--- src/rtl/qeciphy_pkg.sv ---
// Shared definitions for the QECi PHY channel encoder/decoder pair.
// Control beat layout: {CTRL_MARKER, code, ~code, 8'h00}.
package qeciphy_pkg;

   localparam logic [7:0] CTRL_MARKER = 8'hBC;

   typedef enum logic [7:0] {
      CODE_IDLE   = 8'h00,
      CODE_RX_RDY = 8'h01,
      CODE_PD_REQ = 8'h02,
      CODE_PD_ACK = 8'h03
   } ctrl_code_t;

   typedef enum logic [1:0] {
      ST_ALIGN = 2'd0,
      ST_LO    = 2'd1,
      ST_HI    = 2'd2
   } dec_state_t;

endpackage

--- src/rtl/qeciphy_rx_ctrl_decode.sv ---
// Combinational classifier for a 32-bit GT beat: flags a well-formed control
// beat carrying a known code and exposes the raw code byte.
module qeciphy_rx_ctrl_decode
   import qeciphy_pkg::*;
(
   input  logic [31:0] beat,
   output logic        is_valid_ctrl,
   output logic [7:0]  code
);

   logic known;

   always_comb begin
      code  = beat[23:16];
      known = (beat[23:16] <= CODE_PD_ACK);
      is_valid_ctrl = (beat[31:24] == CTRL_MARKER) &&
                      (beat[15:8] == ~beat[23:16]) &&
                      (beat[7:0] == 8'h00) && known;
   end

endmodule

--- src/rtl/qeciphy_rx_channeldecoder.sv ---
// RX channel decoder: framing lock, two-beat word reassembly and control decode.
// Optional macro QECIPHY_RX_DECODER_STATS_EN adds the o_frame_count output.
//
// state    | meaning
// ST_ALIGN | hunting for LOCK_COUNT consecutive valid control beats
// ST_LO    | locked, expecting low data beat or a control beat
// ST_HI    | locked, low half held, expecting the high data beat
module qeciphy_rx_channeldecoder
   import qeciphy_pkg::*;
#(
   parameter int unsigned LOCK_COUNT = 8,
   parameter int unsigned ERR_THRESH = 4
) (
   input  logic        rx_clk,
   input  logic        rx_rst,
   input  logic [31:0] i_gt_rx_data,
   input  logic        i_gt_rx_ctrl,
   input  logic        i_gt_rx_valid,
   output logic [63:0] o_data,
   output logic        o_valid,
   output logic        o_locked,
   output logic        o_remote_rx_rdy,
   output logic        o_pd_req,
   output logic        o_pd_ack,
`ifdef QECIPHY_RX_DECODER_STATS_EN
   output logic [31:0] o_frame_count,
`endif
   output logic [7:0]  o_err_count
);

   localparam logic [7:0] LOCK_LAST = 8'(LOCK_COUNT - 1);
   localparam logic [3:0] ERR_LAST  = 4'(ERR_THRESH - 1);

   dec_state_t  state, state_nxt;
   logic [7:0]  lock_cnt, lock_cnt_nxt;
   logic [3:0]  err_run, err_run_nxt;
   logic [31:0] low, low_nxt;
   logic [63:0] data_nxt;
   logic [7:0]  err_cnt_nxt;
   logic        valid_nxt, locked_nxt, rdy_nxt, pd_req_nxt, pd_ack_nxt;
   logic        frame_err, decode_en;
   logic        is_valid_ctrl;
   logic [7:0]  code;
`ifdef QECIPHY_RX_DECODER_STATS_EN
   logic [31:0] frame_nxt;
`endif

   qeciphy_rx_ctrl_decode u_ctrl_decode (
      .beat          (i_gt_rx_data),
      .is_valid_ctrl (is_valid_ctrl),
      .code          (code)
   );

   always_comb begin
      state_nxt    = state;
      lock_cnt_nxt = lock_cnt;
      err_run_nxt  = err_run;
      low_nxt      = low;
      data_nxt     = o_data;
      err_cnt_nxt  = o_err_count;
      locked_nxt   = o_locked;
      rdy_nxt      = o_remote_rx_rdy;
      valid_nxt    = 1'b0;
      pd_req_nxt   = 1'b0;
      pd_ack_nxt   = 1'b0;
      frame_err    = 1'b0;
      decode_en    = 1'b0;
`ifdef QECIPHY_RX_DECODER_STATS_EN
      frame_nxt    = o_frame_count;
`endif

      if (i_gt_rx_valid) begin
         case (state)
            ST_ALIGN: begin
               if (i_gt_rx_ctrl && is_valid_ctrl) begin
                  if (lock_cnt == LOCK_LAST) begin
                     state_nxt    = ST_LO;
                     locked_nxt   = 1'b1;
                     lock_cnt_nxt = 8'd0;
                  end else begin
                     lock_cnt_nxt = lock_cnt + 8'd1;
                  end
               end else begin
                  lock_cnt_nxt = 8'd0;
               end
            end
            ST_LO: begin
               if (!i_gt_rx_ctrl) begin
                  low_nxt     = i_gt_rx_data;
                  state_nxt   = ST_HI;
                  err_run_nxt = 4'd0;
               end else if (is_valid_ctrl) begin
                  decode_en   = 1'b1;
                  err_run_nxt = 4'd0;
               end else begin
                  frame_err = 1'b1;
               end
            end
            ST_HI: begin
               state_nxt = ST_LO;
               if (!i_gt_rx_ctrl) begin
                  data_nxt    = {i_gt_rx_data, low};
                  valid_nxt   = 1'b1;
                  err_run_nxt = 4'd0;
`ifdef QECIPHY_RX_DECODER_STATS_EN
                  frame_nxt   = o_frame_count + 32'd1;
`endif
               end else begin
                  // Truncated word: drop the low half but still honour the control beat.
                  frame_err = 1'b1;
                  decode_en = is_valid_ctrl;
               end
            end
            default: state_nxt = ST_ALIGN;
         endcase
      end

      if (decode_en) begin
         case (code)
            CODE_RX_RDY: rdy_nxt    = 1'b1;
            CODE_PD_REQ: pd_req_nxt = 1'b1;
            CODE_PD_ACK: pd_ack_nxt = 1'b1;
            default: ;
         endcase
      end

      if (frame_err) begin
         if (o_err_count != 8'hFF) err_cnt_nxt = o_err_count + 8'd1;
         err_run_nxt = err_run + 4'd1;
         if (err_run == ERR_LAST) begin
            state_nxt    = ST_ALIGN;
            locked_nxt   = 1'b0;
            rdy_nxt      = 1'b0;
            lock_cnt_nxt = 8'd0;
            err_run_nxt  = 4'd0;
`ifdef QECIPHY_RX_DECODER_STATS_EN
            frame_nxt    = 32'd0;
`endif
         end
      end
   end

   always_ff @(posedge rx_clk) begin
      if (rx_rst) begin
         state           <= ST_ALIGN;
         lock_cnt        <= 8'd0;
         err_run         <= 4'd0;
         low             <= 32'd0;
         o_data          <= 64'd0;
         o_valid         <= 1'b0;
         o_locked        <= 1'b0;
         o_remote_rx_rdy <= 1'b0;
         o_pd_req        <= 1'b0;
         o_pd_ack        <= 1'b0;
         o_err_count     <= 8'd0;
`ifdef QECIPHY_RX_DECODER_STATS_EN
         o_frame_count   <= 32'd0;
`endif
      end else begin
         state           <= state_nxt;
         lock_cnt        <= lock_cnt_nxt;
         err_run         <= err_run_nxt;
         low             <= low_nxt;
         o_data          <= data_nxt;
         o_valid         <= valid_nxt;
         o_locked        <= locked_nxt;
         o_remote_rx_rdy <= rdy_nxt;
         o_pd_req        <= pd_req_nxt;
         o_pd_ack        <= pd_ack_nxt;
         o_err_count     <= err_cnt_nxt;
`ifdef QECIPHY_RX_DECODER_STATS_EN
         o_frame_count   <= frame_nxt;
`endif
      end
   end

endmodule

--- config.mk ---
export PLATFORM = sky130hd
export DESIGN_NAME = qeciphy_rx_channeldecoder
export DESIGN_NICKNAME = d
export VERILOG_FILES = /design/src/rtl/qeciphy_pkg.sv /design/src/rtl/qeciphy_rx_ctrl_decode.sv /design/src/rtl/qeciphy_rx_channeldecoder.sv
export SDC_FILE = /design/constraint.sdc
export NUM_CORES = 1
export LEC_CHECK = 0
export CORE_MARGIN = 2
export CORE_UTILIZATION = 49
export CTS_CLUSTER_SIZE = 10
export DETAILED_ROUTE_END_ITERATION = 10
export HOLD_SLACK_MARGIN = 0.15
export PLACE_DENSITY = 0.76
export SLEW_MARGIN = 20
export SYNTH_ARGS = -nofsm -noshare
export SYNTH_HDL_FRONTEND = slang
export SYNTH_SLANG_ARGS = --single-unit
--- constraint.sdc ---
create_clock -name rx_clk -period 3.2 [get_ports rx_clk]
set_clock_uncertainty 0.2 [all_clocks]
set_input_delay 0.32 -clock rx_clk [delete_from_list [all_inputs] [get_ports rx_clk]]
set_output_delay 0.32 -clock rx_clk [all_outputs]
set_load 0.005 [all_outputs]
=== Yosys cells after proc, flatten, opt, wreduce, memory -nomap -nowiden ===
Cells that the tools add are included.

* Flip-flop bits (word level): 123
* Bits in latches: 0
* Memory bits (writable): 0
* ROM bits: 0
* Output and inout port bits: 77
* Logic and storage cells: 89
* Memories kept: 0

* $add $sub $neg: 3
* Multiply operators: 0
* Divide/modulo/power cells: 0
* Order comparisons: 1
* Eq/ne operators: 12
* Shift operators: 0
* Multiplexer cells: 43
* Bitwise logic cells: 5
* Reduce and logical (&&, ||, !) cells: 14

{| class="wikitable"
|+ Operator list
! kind !! number
|-
| 8-bit two-way mux || 6
|-
| 4-bit two-way mux || 6
|-
| 1-bit two-way mux || 21
|-
| 8-bit by 1-bit adder with 8-bit output (second input constant) || 2
|-
| 8-bit by 2-bit equality test with 1-bit output (second input constant) || 2
|-
| 2-bit two-way mux || 6
|-
| 8-bit by 1-bit equality test with 1-bit output (second input constant) || 1
|-
| 8-bit by 3-bit equality test with 1-bit output (second input constant) || 1
|-
| 8-bit equality test || 1
|-
| 8-bit equality test (second input constant) || 1
|-
| 8-bit by 2-bit <= comparator with 1-bit output (second input constant) || 1
|-
| 8-bit logical NOT || 1
|-
| 8-bit inequality test (second input constant) || 1
|-
| 8-bit NOT || 1
|-
| 4-bit one-hot mux with 2 select lines || 1
|-
| 2-bit one-hot mux with 3 select lines || 1
|-
| 3-bit AND reduction || 2
|-
| 4-bit by 1-bit adder with 4-bit output (second input constant) || 1
|-
| 4-bit by 2-bit equality test with 1-bit output (second input constant) || 1
|-
| 1-bit logical AND || 4
|-
| 4-bit inequality test (second input constant) || 1
|-
| 1-bit NOT || 4
|-
| 1-bit one-hot mux with 2 select lines || 2
|-
| 4-bit AND reduction || 1
|-
| 9 further kinds || 9
|}

=== Longest topological paths before layout ===
* Depth after elaboration: 12
* Mapped depth: 8

=== By module ===
Synthesis repeated with hierarchy kept, for this count alone.

* Cells, all modules: 603
* Area, all modules: 4870.9 um2

{| class="wikitable"
|+ By module, submodules not included
! module !! instances !! cells each !! area an instance (um2) !! sequential area each (um2)
|-
| qeciphy_rx_channeldecoder || 1 || 577 || 4673.2 || 2462.4
|-
| qeciphy_rx_ctrl_decode || 1 || 26 || 197.7 || 0.0
|}

=== Worst setup path before layout ===
No wires, ideal clock.

* Kind: input port to flip-flop
* Start point: input i_gt_rx_data[18]
* End point: register lock_cnt[0]
* Library setup time: 70 ps
* Arrival time: 2124 ps
* Path slack: 806 ps
* Cell stages on the path: 6
* Path through: or4b_1 -> nor4_2 -> nand4_2 -> nor2_4 -> or4b_1 -> a21oi_1

* Cells in the longest elaborated chain, start to end: 11

{| class="wikitable"
|+ RTL lines
! what !! line !! RTL
|-
| from (decl) || qeciphy_rx_channeldecoder.sv:16 || <nowiki>input logic [31:0] i_gt_rx_data,</nowiki>
|-
| branches (longest 4 deep; another with 8-bit by 2-bit <= comparator with 1-bit output) || n/a ||
|-
| 1-bit logical AND (*) || qeciphy_rx_ctrl_decode.sv:18 || <nowiki>(beat[7:0] == 8'h00) && known;</nowiki>
|-
| 1-bit logical AND || qeciphy_rx_channeldecoder.sv:75 || <nowiki>if (i_gt_rx_ctrl && is_valid_ctrl) begin</nowiki>
|-
| 8-bit two-way mux || qeciphy_rx_channeldecoder.sv:75 ||
|-
| 8-bit two-way mux || qeciphy_rx_channeldecoder.sv:73 || <nowiki>case (state)</nowiki>
|-
| 8-bit two-way mux || qeciphy_rx_channeldecoder.sv:72 || <nowiki>if (i_gt_rx_valid) begin</nowiki>
|-
| 8-bit two-way mux || qeciphy_rx_channeldecoder.sv:130 || <nowiki>if (err_run == ERR_LAST) begin</nowiki>
|-
| 8-bit two-way mux (*) || qeciphy_rx_channeldecoder.sv:127 || <nowiki>if (frame_err) begin</nowiki>
|-
| to (signal assigned) || qeciphy_rx_channeldecoder.sv:161 || <nowiki>lock_cnt <= lock_cnt_nxt;</nowiki>
|-
| to (decl) || qeciphy_rx_channeldecoder.sv:35 || <nowiki>logic [7:0] lock_cnt, lock_cnt_nxt;</nowiki>
|}

Every way passes the cells marked *.
A chain may end at the register's enable or synchronous reset.

=== Final worst setup path ===
* Start point: input i_gt_rx_data[7]
* End point: register lock_cnt[0]

* Cells in the longest elaborated chain, start to end: 9

{| class="wikitable"
|+ RTL lines
! what !! line !! RTL
|-
| 8-bit logical NOT (*) || qeciphy_rx_ctrl_decode.sv:18 ||
|-
| 1-bit logical AND (*) || qeciphy_rx_ctrl_decode.sv:17 || <nowiki>(beat[15:8] == ~beat[23:16]) &&</nowiki>
|-
| 1-bit logical AND (*) || qeciphy_rx_ctrl_decode.sv:18 ||
|-
| 1-bit logical AND || qeciphy_rx_channeldecoder.sv:75 ||
|-
| 8-bit two-way mux || qeciphy_rx_channeldecoder.sv:75 ||
|-
| 8-bit two-way mux || qeciphy_rx_channeldecoder.sv:73 ||
|-
| 8-bit two-way mux || qeciphy_rx_channeldecoder.sv:72 ||
|-
| 8-bit two-way mux || qeciphy_rx_channeldecoder.sv:130 ||
|-
| 8-bit two-way mux (*) || qeciphy_rx_channeldecoder.sv:127 ||
|}

Mark *: on every way between the ends. The rest lies on a longest branch, timed or not.

==> impl_metrics.env <==
export IMPL_chipHeight_um=103
export IMPL_initial_core_util=0.498
export IMPL_drv_slew=0
export IMPL_drt_total_wl_um=12600
export IMPL_placed_cells=824
export IMPL_ys_ff_latch=123
export IMPL_final_nets=755
export IMPL_cts_root_buf="clkbuf_8"
export IMPL_cts_tree="built"
export IMPL_fin_crit_ns=2.58
export IMPL_grt_ovfl_total=0
export IMPL_crit_fanout=6
export IMPL_synth_area_mm2=0.00477
export IMPL_syn_area_per_cell_um2=7.96
export IMPL_port_buffers=112
export IMPL_die_w_um=103
export IMPL_power_density_mw_per_mm2=534
export IMPL_cts_sinks=123
export IMPL_drt_initial_drc_count=182
export IMPL_setup_tns_ns=0
export IMPL_hold_violations=0
export IMPL_ant_nets=0
export IMPL_p_leak_uw=0.00225
export IMPL_required_ns=3.45
export IMPL_worst_pin_slew_ns=0.817
export IMPL_maxCapViolations=0
export IMPL_ioPinCount=113
export IMPL_htreeDepth=4
export IMPL_path_class="input port to flip-flop"
export IMPL_startpoint_type="input port"
export IMPL_drcViolationCount=0
export IMPL_cts_resized=0
export IMPL_syn_to_final_growth_pct=39.4
export IMPL_grt_pass1_vias=4238
export IMPL_status="finished, final reports clean"
export IMPL_grt_pass1_wl_um=20000
export IMPL_grt_usage=0.244
export IMPL_rows=36
export IMPL_utilization=0.694
export IMPL_drive_gt1_frac=0.0800
export IMPL_cts_made_buffers=17
export IMPL_clk_latency_ns=0.51
export IMPL_grt_max_degree=113
export IMPL_wl_per_cell_um=14.7
export IMPL_fin_crit_sh=0.805
export IMPL_cts_hold_buf=0
export IMPL_viasPerCell=5.24
export IMPL_design_core_area_mm2=0.00959
export IMPL_end_kind="flip-flop"
export IMPL_peakVddDrop_mv=0.336
export IMPL_cts_setup_buffers=0
export IMPL_fin_cells=858
export IMPL_antenna_found_initial=0
export IMPL_num_antenna_cells=0
export IMPL_setup_violations=0
export IMPL_vias=4493
export IMPL_hpwl_um=8630
export IMPL_arrival_ns=2.82
export IMPL_synthArstFlopShare=0
export IMPL_rsz0062_at_grt="false"
export IMPL_max_freq_mhz=388
export IMPL_syn_num_nets=643
export IMPL_synthCells=600
export IMPL_die_area_mm2=0.0105
export IMPL_synthFlopType="dfxtp_1"
export IMPL_clk_path_buf_depth=2
export IMPL_hp_class="input port to flip-flop"
export IMPL_synth_edf_count=0
export IMPL_relSlewSlack=0.455
export IMPL_ys_warnings_count=0
export IMPL_clk_pin_slew_ns=0.06
export IMPL_firstDrtPassIters=5
export IMPL_yosysSeqAreaShare=0.516
export IMPL_yosysUniqueCellTypes=47
export IMPL_gp_congestion=0.878
## report_power, final
group          leakage (uW)  switching (uW)  internal, uW  total [uW]
Clock              0.000272             732          1070        1800
Combinational      0.000983             108          91.3         200
Sequential         0.000991            8.26          1540        1550
Total               0.00225             848          2710        3560
## final timing paths
kind,from,end,slack [ns],cells after the start
setup reg to reg,state[0]$_SDFF_PP0_,o_err_count[6]$_SDFFE_PP0P_,0.71,6
setup / recovery,i_gt_rx_data[7],lock_cnt[0]$_SDFF_PP0_,0.62,7
hold reg to reg,low[12]$_SDFFE_PP0P_,o_data[12]$_SDFFE_PP0P_,0.25,2
hold / removal,i_gt_rx_data[0],o_data[32]$_SDFFE_PP0P_,0.22,3
## cells in the mapped netlist, types with 2 or more instances
| cell type | n | area share |
|---|---|---|
| nand4b_1 | 3 | 0.0055 |
| dfxtp_1 | 123 | 0.52 |
| nand3b_1 | 2 | 0.0031 |
| nor2_1 | 25 | 0.020 |
| a21o_1 | 2 | 0.0031 |
| or4b_1 | 3 | 0.0063 |
| a211oi_1 | 3 | 0.0047 |
| clkbuf_1 | 32 | 0.025 |
| xor2_1 | 4 | 0.0073 |
| nand4_1 | 3 | 0.0039 |
| nand2_1 | 209 | 0.16 |
| buf_1 | 2 | 0.0016 |
| ha_1 | 7 | 0.018 |
| and3_1 | 4 | 0.0052 |
| a211o_2 | 2 | 0.0042 |
| xnor2_1 | 10 | 0.018 |
| and2_1 | 3 | 0.0039 |
| inv_1 | 11 | 0.0086 |
| o21ai_0 | 4 | 0.0042 |
| nand3_1 | 7 | 0.0073 |
| a31oi_1 | 4 | 0.0052 |
| nor3b_1 | 2 | 0.0031 |
| a22oi_1 | 2 | 0.0031 |
| nor3_1 | 6 | 0.0063 |
| a21oi_1 | 105 | 0.11 |
## state kept, by name, summed over array words and instances (netlist names)
| signal | count |
|---|---|
| state | 2 |
| err_run | 4 |
| lock_cnt | 8 |
| o_remote_rx_rdy | 1 |
| o_valid | 1 |
| low | 32 |
| o_locked | 1 |
| o_err_count | 8 |
| o_data | 64 |
| o_pd_req | 1 |
| o_pd_ack | 1 |
## per-layer routing
layer	wire length, um	track usage	up-vias
met1	5440	0.306	2097
li1	-	-	2229
met5	0	0	-
met2	6080	0.399	143
met4	257	0.0903	0
met3	862	0.0732	24
## cells by family after synthesis
| kind of cell | count (synthesis) | share of synthesized area |
|---|---|---|
| AND/OR/NAND/NOR | 280 | 0.253 |
| AO/OA/AOI/OAI | 130 | 0.150 |
| flip-flops | 123 | 0.516 |
| buffers and inverters | 45 | 0.0354 |
| XOR/XNOR | 14 | 0.0257 |
| adder cells (fa/ha/maj) | 7 | 0.0183 |
| multiplexers | 1 | 0.00210 |
## layout make-up
class / instances / area, um^2
Fill cell: 805 / 2940
Sequential cell: 123 / 2460
Multi-Input combinational cell: 432 / 2150
Timing Repair Buffer: 127 / 1270
Clock buffer: 19 / 432
Tap cell: 133 / 166
Clock inverter: 13 / 135
Inverter: 11 / 41.3
## critical path, stage by stage
cell	delay, ns
clkdlybuf4s50_1	0.49
or4b_1	0.52
nor4_2	0.42
nand4_2	0.27
nor2_4	0.20
or4b_1	0.45
a21oi_1	0.15
## through the flow
step	hold WS, ns	cell area [um^2]	worst slack, ns	power (uW)
2_1_floorplan	0.192	4770	0.806	1670
3_3_place_gp	0.236	6060	0.134	1780
3_5_place_dp	0.246	6060	0.0890	1780
4_1_cts	0.195	6630	0.624	3570
5_1_grt	0.209	6660	0.463	3660
6_report	0.215	6660	0.623	3560
## cells in the final DEF (no fill, tap or decap), types with 3 or more instances in the layout
master,n
nand4b_1,3
buf_4,12
nand4_1,3
a21oi_1,105
dfxtp_1,123
or4b_1,3
xor2_1,4
nor3_1,6
clkinv_4,4
and3_1,4
inv_6,5
buf_12,3
inv_1,11
a211oi_1,3
ha_1,7
a31oi_1,4
clkdlybuf4s50_1,111
nand2_1,208
xnor2_1,10
nor2_1,25
o21ai_0,4
clkbuf_16,16
nand3_1,7
(Power assumes the default switching activity.)
